==> config.mk <==
export PLATFORM = sky130hd
export DESIGN_NAME = instr_fetch_unit
export DESIGN_NICKNAME = d
export VERILOG_FILES = /design/src/rtl/instr_fetch_unit.sv
export SDC_FILE = /design/constraint.sdc
export NUM_CORES = 1
export LEC_CHECK = 0
export BUFFER_PORTS_ARGS = -buffer_cell sky130_fd_sc_hd__buf_2
export CORE_MARGIN = 2
export CORE_UTILIZATION = 44
export CTS_CLUSTER_SIZE = 14
export DETAILED_ROUTE_END_ITERATION = 10
export HOLD_SLACK_MARGIN = 0.05
export PLACE_DENSITY = 0.78
export SYNTH_ARGS = -nofsm -noshare
export SYNTH_HDL_FRONTEND = slang
export SYNTH_SLANG_ARGS = --single-unit
==> constraint.sdc <==
create_clock -name clk -period 2 [get_ports clk]
set_input_delay 0.6 -clock clk [delete_from_list [all_inputs] [get_ports clk]]
set_output_delay 0.6 -clock clk [all_outputs]
set_load 0.01 [all_outputs]
==> src/rtl/instr_fetch_unit.sv <==
// rtl/instr_fetch_unit.sv - KGP-miniRISC fetch stage: PC, imem req/valid handshake, instruction register
// Optional halt detection is compiled in when HALT_DETECT_EN is defined.
module instr_fetch_unit #(
  parameter int                ADDR_W      = 32,
  parameter logic [ADDR_W-1:0] RESET_PC    = '0,
  parameter logic [5:0]        HALT_OPCODE = 6'b111111
) (
  input  logic              clk,
  input  logic              rst,
  output logic              imem_req,
  output logic [ADDR_W-1:0] imem_addr,
  input  logic              imem_valid,
  input  logic [31:0]       imem_rdata,
  output logic              instr_valid,
  input  logic              instr_ready,
  output logic [31:0]       instr,
  output logic [5:0]        opcode,
  output logic [5:0]        func,
  output logic [ADDR_W-1:0] instr_pc,
  output logic [ADDR_W-1:0] link_pc,
  input  logic              redirect_valid,
  input  logic [ADDR_W-1:0] redirect_pc,
  output logic              halted
);

`ifdef HALT_DETECT_EN
  localparam bit HALT_EN = 1'b1;
`else
  localparam bit HALT_EN = 1'b0;
`endif

  typedef enum logic [2:0] {
    S_FETCH,
    S_WAIT,
    S_HOLD,
    S_DRAIN,
    S_HALTED
  } state_t;

  state_t            state;
  state_t            state_next;
  logic [ADDR_W-1:0] pc;
  logic [ADDR_W-1:0] pc_next;
  logic [ADDR_W-1:0] pc_inc;
  logic [ADDR_W-1:0] redirect_target;
  logic              capture;
  logic              halt_hit;

  assign pc_inc          = pc + ADDR_W'(4);
  assign redirect_target = redirect_pc & ~ADDR_W'(3);
  assign halt_hit        = HALT_EN && (imem_rdata[31:26] == HALT_OPCODE);

  // Request is gated by reset so nothing reaches imem while the PC is being reloaded.
  assign imem_req  = rst && (state == S_FETCH || state == S_WAIT);
  assign imem_addr = rst ? pc : RESET_PC;
  assign opcode    = instr[31:26];
  assign func      = instr[5:0];

  always_comb begin
    state_next = state;
    pc_next    = pc;
    capture    = 1'b0;
    unique case (state)
      S_FETCH, S_WAIT: begin
        if (redirect_valid) begin
          pc_next    = redirect_target;
          // A WAIT with no response yet still owes one beat; it must be swallowed.
          state_next = (state == S_WAIT && !imem_valid) ? S_DRAIN : S_FETCH;
        end else if (imem_valid) begin
          capture    = 1'b1;
          pc_next    = pc_inc;
          state_next = halt_hit ? S_HALTED : S_HOLD;
        end else begin
          state_next = S_WAIT;
        end
      end
      S_HOLD: begin
        if (redirect_valid) begin
          pc_next    = redirect_target;
          state_next = S_FETCH;
        end else if (instr_ready) begin
          state_next = S_FETCH;
        end
      end
      S_DRAIN: begin
        if (redirect_valid) pc_next = redirect_target;
        if (imem_valid) state_next = S_FETCH;
      end
      S_HALTED: state_next = S_HALTED;
      default:  state_next = S_FETCH;
    endcase
  end

  always_ff @(posedge clk) begin
    if (!rst) begin
      state       <= S_FETCH;
      pc          <= RESET_PC;
      instr       <= '0;
      instr_pc    <= '0;
      link_pc     <= '0;
      instr_valid <= 1'b0;
      halted      <= 1'b0;
    end else begin
      state       <= state_next;
      pc          <= pc_next;
      instr_valid <= (state_next == S_HOLD);
      halted      <= (state_next == S_HALTED);
      if (capture) begin
        instr    <= imem_rdata;
        instr_pc <= pc;
        link_pc  <= pc_inc;
      end
    end
  end

endmodule
Yosys cells after proc, flatten, opt, wreduce, memory -nomap -nowiden

Index checks and enable logic that the tools add are counted.

Add/sub/neg operators: 1
Eq/ne operators: 8
Muxes and demuxes: 15
Reduce and logical (&&, ||, !) cells: 9

Operators with widths:

| kind                                                 | count |
|---|---|
| 2-to-1 mux 32 bit                                    | 4 |
| case mux 32 bit (2 select lines)                     | 1 |
| adder 32 x 3 -> 32 bit (second input constant)       | 1 |
| case mux 3 bit (4 select lines)                      | 1 |
| equality test 3 x 2 -> 1 bit (second input constant) | 3 |
| 2-to-1 mux 3 bit                                     | 3 |
| equality test 3 bit (second input constant)          | 2 |
| 2-to-1 mux 2 bit                                     | 3 |
| OR reduction 2 bit                                   | 2 |
| equality test 3 x 1 -> 1 bit (second input constant) | 1 |
| zero test 3 bit                                      | 1 |
| 2-to-1 mux 1 bit                                     | 3 |
| != test 3 bit (second input constant)                | 1 |
| AND reduction 3 bit                                  | 1 |
| logical AND 1 bit                                    | 2 |
| != test 2 x 1 -> 1 bit (second input constant)       | 1 |
| nonzero test 2 bit                                   | 1 |
| zero test 1 bit                                      | 1 |
| logical OR 1 bit                                     | 1 |

Register bits: 133
Input bits: 69
Output and inout port bits: 143
Logic and storage cells: 40

Logic depth before layout (Yosys ltp)

Gate-level depths: netlist (run 1).

Depth after elaboration: 6
Depth in mapped cells: 8
Depth with buffers taken out: 6

Worst setup path before layout (run 1)

Ideal clock, no wire load.

Kind: input -> output
From: input port rst
To: output port imem_addr[24]
Arrival time: 1.236 ns
Required time: 1.400 ns
Setup slack: 0.164 ns
Cell stages on the path: 3
Path buffers: 2
Cells stage by stage: clkbuf_1 clkbuf_1 and2_1

Cells in the longest elaborated chain, start to end: 1

Ends and longest elaborated chain:

| element           | RTL line | text |
|---|---|---|
| start, declared   | 9        | `input logic rst,` |
| 2-to-1 mux 32 bit | 55       | `assign imem_addr = rst ? pc : RESET_PC;` |
| end, declared     | 11       | `output logic [ADDR_W-1:0] imem_addr,` |

Every way passes these cells.

Final worst setup path (run 1)

From: input port rst
To: output port imem_addr[12]

Same word-level chain as after synthesis.

==> metrics.yaml, run 1 <==
grt.met2_usage_pct: 41.0
power_density_nw_per_um2: 903
p_clk_share_pct: 48.3
drv_slew: 0
path_clk_slew_ns: 0.06
synth-async-reset-ratio_pct: 0
rsz0062_at_grt: "false"
met3_usage_pct: 6.42
area_growth_pct: 36.4
ios: 212
p_sw_mw: 1.73
vias: 5878
first_iter_violations: 430
pre_cts_slack_ns: 0.0243
crit_type: "in2out"
gr-usage-met1_pct: 31.1
clkLatencyLatePin_ns: 0.42
p_sw_share_pct: 24.2
wirelength_um: 17500
clock-root-buffer: "clkbuf_16"
synth_top_area_share_pct: 43.9
fin_ws_ns: 0.0974
required_ns: 1.40
path_buf_inv: 3
seq_area_sq_um: 2540
dp_hpwl_um: 12600
start_util_pct: 45.5
ys_ff_latch: 127
yosysTopAreaCell: "dfxtp_1"
port_buffers: 203
worstPathCellList: "buf_2 > buf_12 > and2_1 > buf_2"
ys_warn_count: 0
layout_min_cycle_time_ns: 1.90
hold_path_class: "in2reg"
ant_nets: 0
grt_pass1_vias: 5427
syn_avg_cell_area_sq_um: 7.96
cp_top_family: "buffers and inverters"
die_area_sq_um: 14100
antenna_found_initial: 1
wl_per_cell_um: 15.5
crit_fanout: 31
max-cap-violations: 0
fin_nets: 1011
synth_edf_count: 0
grt_pass1_wl_um: 27500
clock_skew_ns: 0.00761
fin_crit_sh_pct: 95.1
synth_area_leaders: "dfxtp_1, nand2_1, a21oi_1, o21ai_0, and2_1"
multiInputGateArea_sq_um: 2870
grt_start_max_net_pins: 52
seqPwrFrac_pct: 38.7
cts_buffers: 17
ys_seq_area_share_pct: 43.9
setup_tns_ns: 0
outcome: "finished clean"
fmax_mhz: 526
hold_violations: 0
synth_cell_types: 60
pwr-share-comb_pct: 13.0
vias_per_cell: 5.21
fillerInstances: 1122
cts_hold_buffers: 0
post_cts_buffers: 0
h-tree-depth: 4
critPathCaptureType: "primary output"
cp_common_cell: "buf_2"
ir_worst_vdd_v: 0.000590
drc: 0
syn-cell-area_sq_um: 5790
synth_flop_cell: "dfxtp_1"
setup_violations: 0
drive_above_1_share_pct: 32.9
startpoint_type: "input port"
p_int_mw: 5.41
leakage_nw: 3.60
die_y_um: 119
critPathMaxStageDelay_ns: 0.20
die_w_um: 119
fp-row-count: 41
place.gp.congestion: 0.878
overflow: 0
cts_max_path_buffers: 2
arrival_ns: 1.30
ctsResizeCount: 0
syn_inst: 727
busiest_layer: "met2"
numClockSinks: 127
dr.pass1.iters: 5
crit_slowest_cell: "buf_2"
grt.total_usage_pct: 24.5
tritoncts: "done"
core_area_sq_um: 12700
-- worst paths after layout --
kind                         from            end  slack, ns  cells past startpoint
setup reg to reg           pc[15]         pc[22]       0.19                      5
setup / recovery              rst  imem_addr[12]        0.1                      4
hold / removal    redirect_pc[30]         pc[30]       0.40                      3
hold reg to reg      instr_pc[26]   instr_pc[26]       0.45                      2
-- layer usage --
layer	wire, um	up-vias
met5	0	-
met4	242	0
met3	1290	27
met2	8440	222
met1	7520	2728
li1	-	2901
-- Yosys cell counts (3+ instances only) --
cell type / n
a211oi_1: 8
buf_4: 19
inv_1: 6
or3_1: 3
nand2_1: 153
nor2_1: 32
nand4_1: 6
dfxtp_1: 127
and2_1: 31
a31oi_1: 5
a21o_1: 4
and3_1: 14
nand3_2: 3
o21ai_0: 49
o22ai_1: 4
nand3_1: 12
o31a_1: 5
o2bb2ai_1: 3
clkbuf_1: 39
xor2_1: 12
a21oi_1: 97
nand2b_1: 3
a22oi_1: 9
buf_2: 16
nor3_1: 8
xnor2_1: 14
and4_1: 4
-- layout make-up --
| type | count | share of cell area, % |
|---|---|---|
| Sequential cell | 127 | 32.2 |
| Timing Repair Buffer | 266 | 20.0 |
| Multi-Input combinational cell | 523 | 36.3 |
| Clock buffer | 22 | 6.13 |
| Tap cell | 172 | 2.73 |
| Inverter | 6 | 0.285 |
| Clock inverter | 10 | 2.30 |
| Antenna cell | 2 | 0.0634 |
-- registers in the layout, indices dropped and copies added, names as in the netlist --
signal and cells:
instr 32, instr_pc 30, link_pc 30, pc 30, state 3, halted 1, instr_valid 1
-- placed cells by master, fill, tap and decap left out, types with 6 or more instances in the layout --
cell type  count
buf_2        203
nand2_1      153
dfxtp_1      127
a21oi_1       97
buf_4         56
o21ai_0       49
nor2_1        32
and2_1        31
clkbuf_16     17
and3_1        14
xnor2_1       14
nand3_1       12
xor2_1        12
a22oi_1        9
nor3_1         8
a211oi_1       8
buf_12         7
nand4_1        6
conb_1         6
-- kinds of logic (layout without fill, tap and decap cells) --
logic type / Yosys count / in the layout / synth area share (%)
AO/OA/AOI/OAI: 200 / 200 / 20.0
flip-flops: 127 / 127 / 43.9
XOR/XNOR: 26 / 26 / 3.93
AND/OR/NAND/NOR: 288 / 288 / 24.6
adder cells (fa/ha/maj): 1 / 1 / 0.216
buffers and inverters: 82 / 304 / 6.94
multiplexers: 2 / 2 / 0.367
other: 1 / 8 / 0.0648
-- metrics by stage --
stage	instances	util [%]	total power, mW	hold slack, ns	area [sq um]
after global placement	1094	56.8	3.71	0.439	7220
after CTS	1126	62.0	7.17	0.387	7890
after detailed placement	1094	56.8	3.73	0.445	7220
final	1128	62.1	7.13	0.397	7900
after floorplan	732	-	3.32	0.468	5810
after global routing	1126	62.0	7.38	0.399	7890
-- worst reg2reg max path, delay by kind of cell, from the launching register on --
kind / cells / cell delay [ns]
flip-flops: 1 / 0.49
AO/OA/AOI/OAI: 3 / 0.54
AND/OR/NAND/NOR: 2 / 0.65
-- power by group through the flow --
| stage | sequential [mW] | combinational, mW | clock (mW) |
|---|---|---|---|
| after global placement | 2.81 | 0.908 | 0 |
| after detailed placement | 2.81 | 0.919 | 0 |
| after CTS | 2.76 | 0.927 | 3.49 |
| after global routing | 2.77 | 1.01 | 3.60 |
| after floorplan | 2.84 | 0.473 | 0 |
| final | 2.76 | 0.929 | 3.44 |
No activity file was read; power rests on OpenSTA's default activity.
==> run 2: changes to the inputs <==
- CORE_MARGIN: 2 -> not set
==> run 2 against run 1 <==
Worst hold slack improved by 0.0023 ns. Largest cell class unchanged. Via count fell by 0.12%. Sequential cell count did not move. Critical endpoint is now imem_addr[27].
==> metrics.yaml, run 2 (same netlist as run 1, synthesis figures left out) <==
dr.pass1.iters: 5
setup_tns_ns: 0
postLayoutCoreUtil_pct: 61.1
required_ns: 1.40
ir_worst_vdd_v: 0.000598
drv_slew: 0
drive_above_1_share_pct: 32.3
crit_slowest_cell: "buf_2"
leakage_nw: 3.54
cts_buffers: 17
dp_hpwl_um: 12300
arrival_ns: 1.34
layout_min_cycle_time_ns: 1.94
critPathMaxStageDelay_ns: 0.26
vias_per_cell: 5.24
rsz0062_at_grt: "false"
die_area_sq_um: 13600
path_clk_slew_ns: 0.05
ios: 212
whs_endpoint: "pc[30]"
final_cell_mix: "buf_2, nand2_1, dfxtp_1"
hold_violations: 0
grt_pass1_vias: 5102
grt_pass1_wl_um: 25500
reg2reg_depth: 7
critPathCaptureType: "primary output"
numClockSinks: 127
h-tree-depth: 4
place.gp.congestion: 0.852
outcome: "finished clean"
die_w_um: 117
cp_common_cell: "buf_2"
fp-row-count: 41
worstPathCellList: "buf_2 > buf_12 > and2_1 > buf_2"
relSlewSlack_pct: 56.7
grt.total_usage_pct: 24.7
fin_crit_sh_pct: 96.9
whs_path_depth: 3
fin_nets: 1006
r2r_setup_slack_ns: 0.12
final_common_cell: "buf_2"
area_growth_pct: 34.4
wl_per_cell_um: 15.1
cts_max_path_buffers: 2
vias: 5871
grt_start_max_net_pins: 49
overflow: 0
top_register: "instr"
power_density_nw_per_um2: 859
post_cts_buffers: 0
fmax_mhz: 516
hold_path_class: "in2reg"
core_area_sq_um: 12700
wirelength_um: 16900
clock_skew_ns: 0.0144
ant_nets: 0
drc: 0
setup_violations: 0
start_util_pct: 45.5
hold_start: "redirect_pc[30]"
crit_type: "in2out"
clkLatencyLatePin_ns: 0.42
r2r_start: "pc[2]"
tritoncts: "done"
startpoint_type: "input port"
crit_fanout: 13
power_mw: 6.68
largest_reg_flops: 32
clock-root-buffer: "clkbuf_16"
port_buffers: 203
antenna_found_initial: 2
die_y_um: 117
reg2reg_to: "link_pc[22]"
first_iter_violations: 469
max-cap-violations: 0
worst_pin_slew_ns: 0.647
final_cells: 1120
place_inst: 1089
[run 2: layout make-up]
cell class / instances / area [sq um]
fill: 1184 / 4940
sequential: 127 / 2540
multi-input combinational: 523 / 2870
timing repair buffer: 261 / 1550
inverter: 6 / 22.5
tap: 172 / 215
clock buffer: 24 / 492
clock inverter: 6 / 82.6
antenna: 1 / 2.50
[run 2: how the worst max path moves through the flow]
stage                   startpoint  slack, ns            end  cells after the start
finish                         rst       0.06  imem_addr[27]                      4
global route                 pc[2]       0.01         pc[22]                      7
CTS                          pc[2]       0.03    link_pc[22]                      7
detailed placement  redirect_valid       0.04         pc[26]                      6
global placement    redirect_valid       0.06         pc[12]                      6
floorplan                      rst       0.16  imem_addr[24]                      3
[run 2: metrics by stage]
stage / worst slack [ns] / hold slack [ns] / cell area [sq um]
after floorplan: 0.164 / 0.468 / 5810
after global placement: 0.0617 / 0.439 / 7200
after detailed placement: 0.0408 / 0.443 / 7200
after CTS: 0.0345 / 0.386 / 7770
after global routing: 0.0115 / 0.416 / 7780
final: 0.0610 / 0.399 / 7780
[run 2: worst max-delay path: cells and delay by family]
kind	cells	cell delay [ns]
buffers and inverters	3	0.58
AND/OR/NAND/NOR	1	0.15
[run 2: metal layers]
metal	vias to the layer above	GRT usage, %	share of wire, %
met4	2	9.45	1.8
met2	230	39.9	47
met5	-	0	0.071
li1	2898	-	-
met1	2712	30.7	43
met3	29	8.04	7.4
[run 2: repair_timing]
item,4_1_cts,5_1_grt
endpoints found under the setup margin,0,8
hold endpoints to repair,0,0
resized for setup,0,2
hold buffers,0,0
[run 2: report_power, final]
part           internal, mW  total, mW  switching, mW  leakage [nW]
registers              2.67       2.76         0.0915          1.04
logic                 0.391      0.911          0.519          2.22
clock network          1.94       3.01           1.06         0.282
==> run 3: changes to the inputs <==
- CORE_MARGIN: not set -> 5
- PLACE_DENSITY: 0.78 -> 0.72
- RECOVER_POWER: not set -> 25
==> run 3 against run 2 <==
Sequential cell count is the same. Non-clock buffer count grew 3. Worst hold slack gained 0.0050 ns. Clock skew shrank 0.0026 ns.
==> metrics.yaml, run 3 (same netlist as run 1, synthesis figures left out) <==
cts_hold_buffers: 0
fin_ws_ns: 0.113
dr.pass1.iters: 5
rsz0062_at_grt: "false"
vias_per_cell: 5.16
die_area_sq_um: 15500
drive_above_1_share_pct: 26.9
die_w_um: 125
crit_type: "in2out"
pre_cts_slack_ns: 0.0488
cts_max_path_buffers: 2
cts_buffers: 17
h-tree-depth: 4
start_util_pct: 44.2
dp_hpwl_um: 13200
grt_pass1_vias: 5494
top_register: "instr"
antenna_found_initial: 1
die_y_um: 125
critPathCaptureType: "primary output"
drv_slew: 0
port_buffers: 203
setup_tns_ns: 0
clkLatencyLatePin_ns: 0.42
worst_pin_slew_ns: 0.549
place_inst: 1096
clock_skew_ns: 0.0118
grt_start_max_net_pins: 48
wl_per_cell_um: 15.9
hold_violations: 0
place.gp.congestion: 0.928
final_cells: 1128
leakage_nw: 3.34
fin_crit_sh_pct: 94.4
overflow: 0
area_growth_pct: 34.7
vias: 5823
numClockSinks: 127
path_clk_slew_ns: 0.05
power_density_nw_per_um2: 898
power_mw: 7.00
layout_min_cycle_time_ns: 1.89
drc: 0
outcome: "finished clean"
final_common_cell: "nand2_1"
largest_reg_flops: 32
arrival_ns: 1.29
tritoncts: "done"
wirelength_um: 18000
fp-row-count: 42
relSlewSlack_pct: 63.3
core_area_sq_um: 13100
post_cts_buffers: 0
startpoint_type: "input port"
ant_nets: 0
setup_violations: 0
n_antenna_cell: 0
required_ns: 1.40
ios: 212
max-cap-violations: 0
final_cell_mix: "nand2_1, buf_2, dfxtp_1"
hold_path_class: "in2reg"
ir_worst_vdd_v: 0.000586
crit_fanout: 25
fin_nets: 1009
fmax_mhz: 530
grt_pass1_wl_um: 28800
first_iter_violations: 405
clock-root-buffer: "clkbuf_16"
postLayoutCoreUtil_pct: 59.6
grt.total_usage_pct: 22.9
==> run 3: per-stage QoR <==
step | instance area (sq um) | hold WS (ns)
floorplan | 5810 | 0.468
global placement | 7230 | 0.438
detailed placement | 7230 | 0.443
CTS | 7870 | 0.387
global route | 7800 | 0.398
finish | 7800 | 0.404
==> run 3: what timing repair did <==
action / 4_1_cts / 5_1_grt
endpoints found under the setup margin: 0 / 8
gates resized for setup: 0 / 4
endpoints found under the hold margin: 0 / 0
==> run 3: worst max-delay path: stages <==
cell and delay (ns):
clkbuf_4 0.21, buf_12 0.18, and2_1 0.16, buf_2 0.14
==> run 3: final cells by class <==
class	instances	area (sq um)
clock inverter	10	158
sequential	127	2540
inverter	6	22.5
tap	176	220
fill	1226	5290
clock buffer	22	484
timing repair buffer	264	1510
multi-input combinational	523	2860
==> run 3: report_power, final <==
group | switching [mW] | internal (mW)
sequential | 0.0904 | 2.67
combinational | 0.529 | 0.388
clock | 1.11 | 2.21
total | 1.73 | 5.27
==> run 3: per-layer routing <==
layer / vias up / routed length, um / share of wire (%) / track usage, %
li1: 2907 / - / - / -
met1: 2668 / 7520 / 42 / 28.7
met2: 217 / 8700 / 48 / 37.1
met3: 29 / 1330 / 7.4 / 6.30
met4: 2 / 410 / 2.3 / 9.48
met5: - / 11 / 0.061 / 0
==> run 3: final timing paths <==
path              slack (ns)            end             from  depth (start not counted)
setup / recovery        0.11  imem_addr[15]              rst                          4
hold / removal          0.40         pc[30]  redirect_pc[30]                          3
setup reg to reg        0.13         pc[28]            pc[3]                          7
hold reg to reg         0.45   instr_pc[26]     instr_pc[26]                          2
